**config.mk**
```make
export PLATFORM = sky130hd
export DESIGN_NAME = johnson_phase_monitor
export DESIGN_NICKNAME = d
export VERILOG_FILES = /design/src/rtl/johnson_pkg.sv /design/src/rtl/johnson_decode.sv /design/src/rtl/johnson_phase_monitor.sv
export SDC_FILE = /design/constraint.sdc
export NUM_CORES = 1
export LEC_CHECK = 0
export ABC_CLOCK_PERIOD_IN_PS = 2700
export CAP_MARGIN = 20
export CORE_AREA = 2 2 61 63
export DETAILED_ROUTE_END_ITERATION = 8
export DIE_AREA = 0 0 63 65
export GPL_TIMING_DRIVEN = 0
export PLACE_DENSITY_LB_ADDON = 0.3
export SETUP_SLACK_MARGIN = 0.4
export SLEW_MARGIN = 10
export SYNTH_ARGS = -nofsm -noshare
export SYNTH_HDL_FRONTEND = slang
export SYNTH_SLANG_ARGS = --single-unit
```
**constraint.sdc**
```tcl
create_clock -name clk -period 2.7 [get_ports clk]
set_input_delay 0.405 -clock clk [delete_from_list [all_inputs] [get_ports clk]]
set_output_delay 0.405 -clock clk [all_outputs]
set_load 0.02 [all_outputs]
```
**src/rtl/johnson_pkg.sv**
```systemverilog
// Shared widths and FSM encoding for the Johnson counter phase monitor.
package johnson_pkg;
    localparam int JC_W  = 8;
    localparam int PH_W  = 4;
    localparam int ERR_W = 8;

    typedef enum logic [1:0] {
        UNLOCKED = 2'd0,
        LOCKING  = 2'd1,
        LOCKED   = 2'd2
    } state_t;
endpackage

```
**src/rtl/johnson_decode.sv**
```systemverilog
// Combinational Johnson code decoder: maps an 8-bit code to {legal, phase}.
module johnson_decode
    import johnson_pkg::*;
(
    input  logic [JC_W-1:0] jc_in,
    output logic            legal,
    output logic [PH_W-1:0] phase
);
    localparam logic [JC_W-1:0] ONES = '1;

    // Filling half: ones packed from the MSB (phases 0..8); draining half:
    // ones packed from the LSB (phases 9..15).
    always_comb begin
        legal = 1'b0;
        phase = '0;
        for (int k = 0; k <= JC_W; k++) begin
            if (jc_in == (ONES << (JC_W - k))) begin
                legal = 1'b1;
                phase = PH_W'(k);
            end
        end
        for (int k = 1; k < JC_W; k++) begin
            if (jc_in == (ONES >> (JC_W - k))) begin
                legal = 1'b1;
                phase = PH_W'(2 * JC_W - k);
            end
        end
    end
endmodule

```
**src/rtl/johnson_phase_monitor.sv**
```systemverilog
// Tracks a sampled Johnson counter, declares lock after LOCK_CNT clean +1 steps,
// and reports wraps and illegal codes/transitions.
module johnson_phase_monitor
    import johnson_pkg::*;
#(
    parameter int LOCK_CNT = 4
)
(
    input  logic             clk,
    input  logic             reset,
    input  logic [JC_W-1:0]  jc_in,
    input  logic             jc_valid,
    input  logic             clr_err,
    output logic [PH_W-1:0]  phase,
    output logic             phase_valid,
    output logic             locked,
    output logic             wrap,
    output logic             err,
    output logic             err_sticky,
    output logic [ERR_W-1:0] err_cnt
);
    logic            dec_legal;
    logic [PH_W-1:0] dec_phase;

    johnson_decode u_dec (
        .jc_in (jc_in),
        .legal (dec_legal),
        .phase (dec_phase)
    );

    state_t          state_q, state_d;
    logic [3:0]      step_q, step_d;
    logic [PH_W-1:0] phase_d;
    logic            pv_d, locked_d, wrap_d, err_d;
    logic            step_inc, step_hold, step_done;

    // Step classification relative to the stored phase (mod-16 arithmetic).
    assign step_inc  = dec_legal && (dec_phase == phase + PH_W'(1));
    assign step_hold = dec_legal && (dec_phase == phase);
    assign step_done = ({1'b0, step_q} + 5'd1) == 5'(LOCK_CNT);

    always_ff @(posedge clk or negedge reset) begin
        if (!reset) begin
            state_q     <= UNLOCKED;
            step_q      <= '0;
            phase       <= '0;
            phase_valid <= 1'b0;
            locked      <= 1'b0;
            wrap        <= 1'b0;
            err         <= 1'b0;
            err_sticky  <= 1'b0;
            err_cnt     <= '0;
        end else begin
            state_q     <= state_d;
            step_q      <= step_d;
            phase       <= phase_d;
            phase_valid <= pv_d;
            locked      <= locked_d;
            wrap        <= wrap_d;
            err         <= err_d;
            // A same-cycle error survives the clear and counts as the first one.
            if (clr_err) begin
                err_sticky <= err_d;
                err_cnt    <= ERR_W'(err_d);
            end else if (err_d) begin
                err_sticky <= 1'b1;
                if (err_cnt != '1)
                    err_cnt <= err_cnt + ERR_W'(1);
            end
        end
    end

    always_comb begin
        state_d = state_q;
        step_d  = step_q;
        if (jc_valid) begin
            if (!dec_legal) begin
                state_d = UNLOCKED;
                step_d  = '0;
            end else if (state_q == UNLOCKED) begin
                state_d = LOCKING;
                step_d  = '0;
            end else if (step_inc) begin
                if (state_q == LOCKING) begin
                    step_d = step_q + 4'd1;
                    if (step_done)
                        state_d = LOCKED;
                end
            end else if (!step_hold) begin
                state_d = LOCKING;
                step_d  = '0;
            end
        end
    end

    // A jump to phase 0 is the counter's own reset: resync silently.
    always_comb begin
        phase_d  = phase;
        pv_d     = phase_valid;
        wrap_d   = 1'b0;
        err_d    = 1'b0;
        locked_d = (state_d == LOCKED);
        if (jc_valid) begin
            if (!dec_legal) begin
                pv_d  = 1'b0;
                err_d = 1'b1;
            end else begin
                phase_d = dec_phase;
                pv_d    = 1'b1;
                if (state_q != UNLOCKED) begin
                    wrap_d = step_inc && (phase == '1);
                    err_d  = !step_inc && !step_hold && (dec_phase != '0);
                end
            end
        end
    end
endmodule

```
* After elaboration in Yosys (flattened, before gate mapping)
Cells that the tools add are included.
** Cells by class
- $add $sub $neg :: 4
- Eq/ne operators :: 24
- Mux-type cells :: 55
- Reduce and logical (&&, ||, !) cells :: 16
** Operator list (count)
- equality test 8 bit, second input constant :: 8
- 2-to-1 mux 4 bit :: 13
- 2-to-1 mux 1 bit :: 26
- 2-to-1 mux 8 bit :: 3
- 2-to-1 mux 2 bit :: 9
- 2-to-1 mux 3 bit :: 4
- adder 4 x 1 -> 4 bit, second input constant :: 2
- adder 8 x 1 -> 8 bit, second input constant :: 1
- equality test 4 bit :: 2
- equality test 8 x 1 -> 1 bit, second input constant :: 1
- equality test 8 x 2 -> 1 bit, second input constant :: 1
- equality test 8 x 3 -> 1 bit, second input constant :: 1
- equality test 8 x 4 -> 1 bit, second input constant :: 1
- equality test 8 x 5 -> 1 bit, second input constant :: 1
- equality test 8 x 6 -> 1 bit, second input constant :: 1
- equality test 8 x 7 -> 1 bit, second input constant :: 1
- zero test 8 bit :: 1
- != test 8 bit, second input constant :: 1
- nonzero test 2 bit :: 3
- adder 4 x 1 -> 5 bit, second input constant :: 1
- equality test 5 x 3 -> 1 bit, second input constant :: 1
- logical AND 1 bit :: 5
- equality test 4 bit, second input constant :: 1
- != test 4 x 2 -> 1 bit, second input constant :: 1
- 8 further kinds :: 10
** Word-level totals
- Register bits after elaboration :: 23
- Input bits :: 12
- Output and inout bits :: 17
- Word-level logic and storage cells :: 108

* Logic depth before layout (Yosys ltp)
Gate-level depths: netlist (run 1).
- Depth after elaboration :: 26
- Depth in mapped cells :: 10
- Depth with buffers taken out :: 8

* By module
From an unflattened synthesis (run 1), not the netlist that was laid out.
** Unflattened totals
- Cell total of the unflattened synthesis :: 160
- Area total of the unflattened synthesis :: 1507.7 um2
** By module, submodules not included
- johnson_phase_monitor :: times used 1, cells each 124, area an instance 1291.2 um2
- johnson_decode :: times used 1, cells each 36, area an instance 216.5 um2

* Worst setup path before layout (run 1)
No wires, ideal clock.
- Kind :: input to register
- From :: input port jc_in[1]
- To :: register err_cnt[5]
- Setup time :: 119 ps
- Arrival time :: 2571 ps
- Required time :: 2581 ps
- Setup slack :: 10 ps
- Cell stages on the path :: 10
- Cell sequence :: buf_4 > or2_1 > a2111oi_1 > nor3_1 > a2111o_1 > or3_4 > o211ai_2 > buf_8 > nor4_1 > o21a_1
** Between the ends
- Longest elaborated chain between the ends :: 26
** Ends and longest elaborated chain
- from (decl) :: RTL line johnson_phase_monitor.sv:11 : input logic [JC_W-1:0] jc_in,
- equality test 8 bit / zero test 8 bit (equally long branches) :: RTL line johnson_decode.sv:17 : if (jc_in == (ONES << (JC_W - k))) begin
- 2-to-1 mux 1 bit :: RTL line johnson_decode.sv:17
- 2-to-1 mux 2 bit / 2-to-1 mux 1 bit (equally long branches) (2 in series) :: RTL line johnson_decode.sv:17
- 2-to-1 mux 3 bit / 2-to-1 mux 1 bit (equally long branches) (4 in series) :: RTL line johnson_decode.sv:17
- 2-to-1 mux 4 bit / 2-to-1 mux 1 bit (equally long branches) :: RTL line johnson_decode.sv:17
- 2-to-1 mux 4 bit / 2-to-1 mux 1 bit (equally long branches) :: RTL line johnson_decode.sv:23, johnson_decode.sv:17
- 2-to-1 mux 4 bit / 2-to-1 mux 1 bit (equally long branches) (6 in series) :: RTL line johnson_decode.sv:23 : if (jc_in == (ONES >> (JC_W - k))) begin
- equality test 4 bit (tied with other cells) :: RTL line johnson_phase_monitor.sv:38 : assign step_inc = dec_legal && (dec_phase == phase + PH_W'(1));
- logical AND 1 bit (on tied branches) :: RTL line johnson_phase_monitor.sv:38, johnson_phase_monitor.sv:39
- zero test 1 bit :: RTL line johnson_phase_monitor.sv:112 : err_d = !step_inc && !step_hold && (dec_phase != '0);
- logical AND 1 bit (2 in series) :: RTL line johnson_phase_monitor.sv:112
- 2-to-1 mux 1 bit :: RTL line johnson_phase_monitor.sv:110 : if (state_q != UNLOCKED) begin
- 2-to-1 mux 1 bit (*) :: RTL line johnson_phase_monitor.sv:104 : if (!dec_legal) begin
- 2-to-1 mux 1 bit (*) :: RTL line johnson_phase_monitor.sv:103 : if (jc_valid) begin
- nonzero test 2 bit (no line) (*)
- AND reduction 2 bit (no line) (*)
- to (signal assigned) :: RTL line johnson_phase_monitor.sv:64 : err_cnt <= ERR_W'(err_d);
- to (signal assigned) :: RTL line johnson_phase_monitor.sv:68 : err_cnt <= err_cnt + ERR_W'(1);
- to (decl) :: RTL line johnson_phase_monitor.sv:20 : output logic [ERR_W-1:0] err_cnt
Every way passes the cells marked *; elsewhere a longest branch is shown, timed or not.
A chain may end at the register's enable or synchronous reset.

* Worst setup path in the final report (run 1)
- From :: input port jc_in[7]
- To :: register err_cnt[6]
The elaborated chain is that of the path after synthesis.

==> metrics.yaml, run 1 <==
status:
  outcome: "completed"
clocking:
  clock_path_buffers: 2
  postCtsHoldBufs: 0
  htreeDepth: 1
  cts_sinks: 23
  numCtsBuffers: 3
  clkTransAtPathRegs_ns: 0.14
  root_buffer: "clkbuf_4"
  cts_tree: "built"
  clk_latency_ns: 0.34
timing:
  period_needed_ns: 2.394
  finalSetupTns_ns: 0
  hold_viol: 0
  rsz0062_at_grt: "true"
  finClkSkew_ns: 0.005496
  final_max_slew_viol_count: 0
  setup_violations: 0
  min_period_over_period_pct: 88.67
  max_freq_mhz: 417.7
  worstMarginPinSlew_ns: 0.6628
  relSlewSlack_pct: 55.81
hold_path:
  hold_path_class: "in2async"
global_route:
  gr-total-overflow: 0
  track_usage_pct: 25.88
  first_global_vias: 1792
  grt_start_max_net_pins: 24
  antenna_found_initial: 0
  grt_first_pass_wirelength_mm: 8.259
worst_setup_path:
  start_kind: "input pin"
  r2r_slack_ns: 0.38
  critical_path_class: "in2reg"
  critPathArrivalTime_ns: 2.67
  crit_path_max_fanout: 7
  worstPathRequired_ns: 2.98
  endpoint_kind: "flip-flop"
cells_and_area:
  n_antenna_cell: 0
  nFillCells: 209
  nets: 271
  final_cells: 303
  layout_common_cells: "buf_4, dfrtp_1, clkdlybuf4s50_1"
  fin_area_um2: 2756
  syn_to_final_growth_pct: 58.38
  drive_gt1_share_pct: 38.82
  final_common_cell: "buf_4"
placed_design:
  post_dp_cell_area_um2: 2158
  portBuffers: 24
  gp_congestion: 0.8066
  dpl.hpwl_mm: 3.106
  dp.cells: 270
detailed_routing:
  drt_first_pass_iters: 4
  wl_mm: 5.570
  drcViolationCount: 0
  drt_iter0_markers: 166
  viasPerCell: 6.314
  ant_nets: 0
  vias: 1913
  wire_per_inst_um: 18.38
floorplanning:
  die_area_um2: 4095
  ios: 29
  fp.dieH_um: 65
  coreArea_um2: 3496
  die_w_um: 63
  std_cell_rows: 22
  initial_core_util_pct: 49.79
power:
  seq_power_share_pct: 38.6
  p_sw_share_pct: 37.37
  p_leak_nw: 1.095
  p_per_area_nw_per_um2: 391.4
  power_frac_clock_pct: 16.2
  peakVddDrop_v: 0.0003034
  p_switching_w: 0.0004032
  pwr-share-comb_pct: 45.2
  internal_power_w: 0.0006756
  fin_total_pwr_w: 0.001079
synth:
  synth_warnings: 0
  netlist_area_um2: 1740
  synth_fp_nets: 213
  ys.flop_type: "dfrtp_1"
  ys_seq_area_share_pct: 33.07
  ys_ff_latch: 23
  synth_cell_types: 61
  syn_area_per_cell_um2: 8.790
  synth_edf_count: 0
  synthCells: 198
  async_flop_share_pct: 100.0
flow_run:
  drv_cap: 0
per-layer routing:
| layer | track usage, % | share of wire, % | vias to the layer above |
|---|---|---|---|
| li1 | - | - | 881 |
| met1 | 30.85 | 39 | 923 |
| met2 | 45.48 | 51 | 82 |
| met3 | 3.993 | 5.6 | 27 |
| met4 | 12.50 | 4.0 | 0 |
| met5 | 0 | 0 | - |
stage by stage:
stage               hold slack, ns  util [%]  setup WS [ns]
floorplan                   0.1094         -         0.1728
global placement            0.4651     61.74        -0.5709
detailed placement          0.4741     61.74        -0.6173
CTS                         0.5042     70.79         0.2815
global route                0.2838     78.85         0.2239
finish                      0.2879     78.85         0.3060
flip-flops by register name, indices dropped and copies added, names as in the netlist:
signal       flops
err_cnt          8
phase            4
step_q           4
state_q          2
err              1
err_sticky       1
locked           1
phase_valid      1
wrap             1
worst max-delay path, stage by stage:
cell and delay (ns):
buf_12 0.12, buf_6 0.12, buf_6 0.11, nor2b_4 0.13
a32oi_2 0.09, o21ba_4 0.25, a311oi_4 0.34, or3_4 0.21
o211ai_4 0.13, buf_12 0.17, or4_4 0.47, a21oi_2 0.15
power by group through the flow:
stage / combinational (W) / sequential (W) / clock, W
6_report: 0.000487 / 0.000417 / 0.000175
2_1_floorplan: 0.000178 / 0.000439 / 0
4_1_cts: 0.000420 / 0.000411 / 0.000173
3_5_place_dp: 0.000318 / 0.000417 / 0
5_1_grt: 0.000513 / 0.000422 / 0.000194
3_3_place_gp: 0.000311 / 0.000416 / 0
path summary, 6_finish.rpt:
kind	from	endpoint	depth (start not counted)
setup / recovery	jc_in[7]	err_cnt[6]	12
hold / removal	reset	err_cnt[3]	1
setup reg to reg	phase[0]	err_cnt[7]	8
hold reg to reg	err_sticky	err_sticky	1
max in group asynchronous	reset	phase[2]	2
min in group clk	err_sticky	err_sticky	1
cells by family (layout without fill, tap and decap cells):
| family | Yosys count | count (layout) | synth area share [%] |
|---|---|---|---|
| fa+ha+maj | 3 | 3 | 2.157 |
| compound gates | 61 | 61 | 27.32 |
| flops | 23 | 23 | 33.07 |
| mux | 2 | 2 | 1.222 |
| simple gates | 88 | 88 | 28.69 |
| xor+xnor | 5 | 5 | 2.516 |
| buf+inv | 16 | 73 | 5.033 |
cell usage after synthesis (2+ instances only):
cell type | count | share of area, %
a21o_1 | 3 | 1.3
nand3b_1 | 2 | 0.86
nand2_1 | 24 | 5.2
nand4_1 | 4 | 1.4
a21oi_1 | 9 | 2.6
o21ai_0 | 6 | 1.7
nor2b_1 | 5 | 1.8
dfrtp_1 | 23 | 33
ha_1 | 3 | 2.2
o21ai_1 | 5 | 1.4
o21a_1 | 4 | 1.7
nor4_1 | 4 | 1.4
a31oi_1 | 3 | 1.1
a32o_1 | 2 | 1.2
a32oi_1 | 2 | 1.0
a21boi_0 | 2 | 0.86
nor3_1 | 5 | 1.4
o31a_1 | 2 | 1.0
and3_1 | 3 | 1.1
buf_2 | 4 | 1.2
nand3_1 | 10 | 2.9
o21bai_1 | 2 | 0.86
clkbuf_1 | 2 | 0.43
nor2_1 | 10 | 2.2
or4_1 | 6 | 2.6
and4_1 | 3 | 1.5
or3_4 | 2 | 1.3
xnor2_1 | 5 | 2.5
o31ai_1 | 4 | 1.7
o41ai_1 | 2 | 1.0
inv_1 | 7 | 1.5
timing repair:
| item | 4_1_cts | 5_1_grt |
|---|---|---|
| pin swaps | 15 | 24 |
| cloned | 1 | 0 |
| setup endpoints to repair | 18 | 18 |
| setup buffers | 15 | 12 |
| gates resized for setup | 55 | 42 |
cell type report:
class	instances	area, um2	area share (%)
timing repair buffer	53	536.8	19.47
multi-input combinational	159	1414	51.29
sequential	23	578.1	20.97
tap	48	60.06	2.179
inverter	7	26.28	0.9532
clock inverter	1	5.005	0.1816
clock buffer	3	22.52	0.8171
buffer	9	113.9	4.131
Power figures use the tool's default switching activity.
==> inputs of run 2 (changes only) <==
Settings changed: CTS_CLUSTER_SIZE from default to 12.
==> results of run 2 <==
Same layout as run 1: the final DEF is identical, and so are final timing and power.
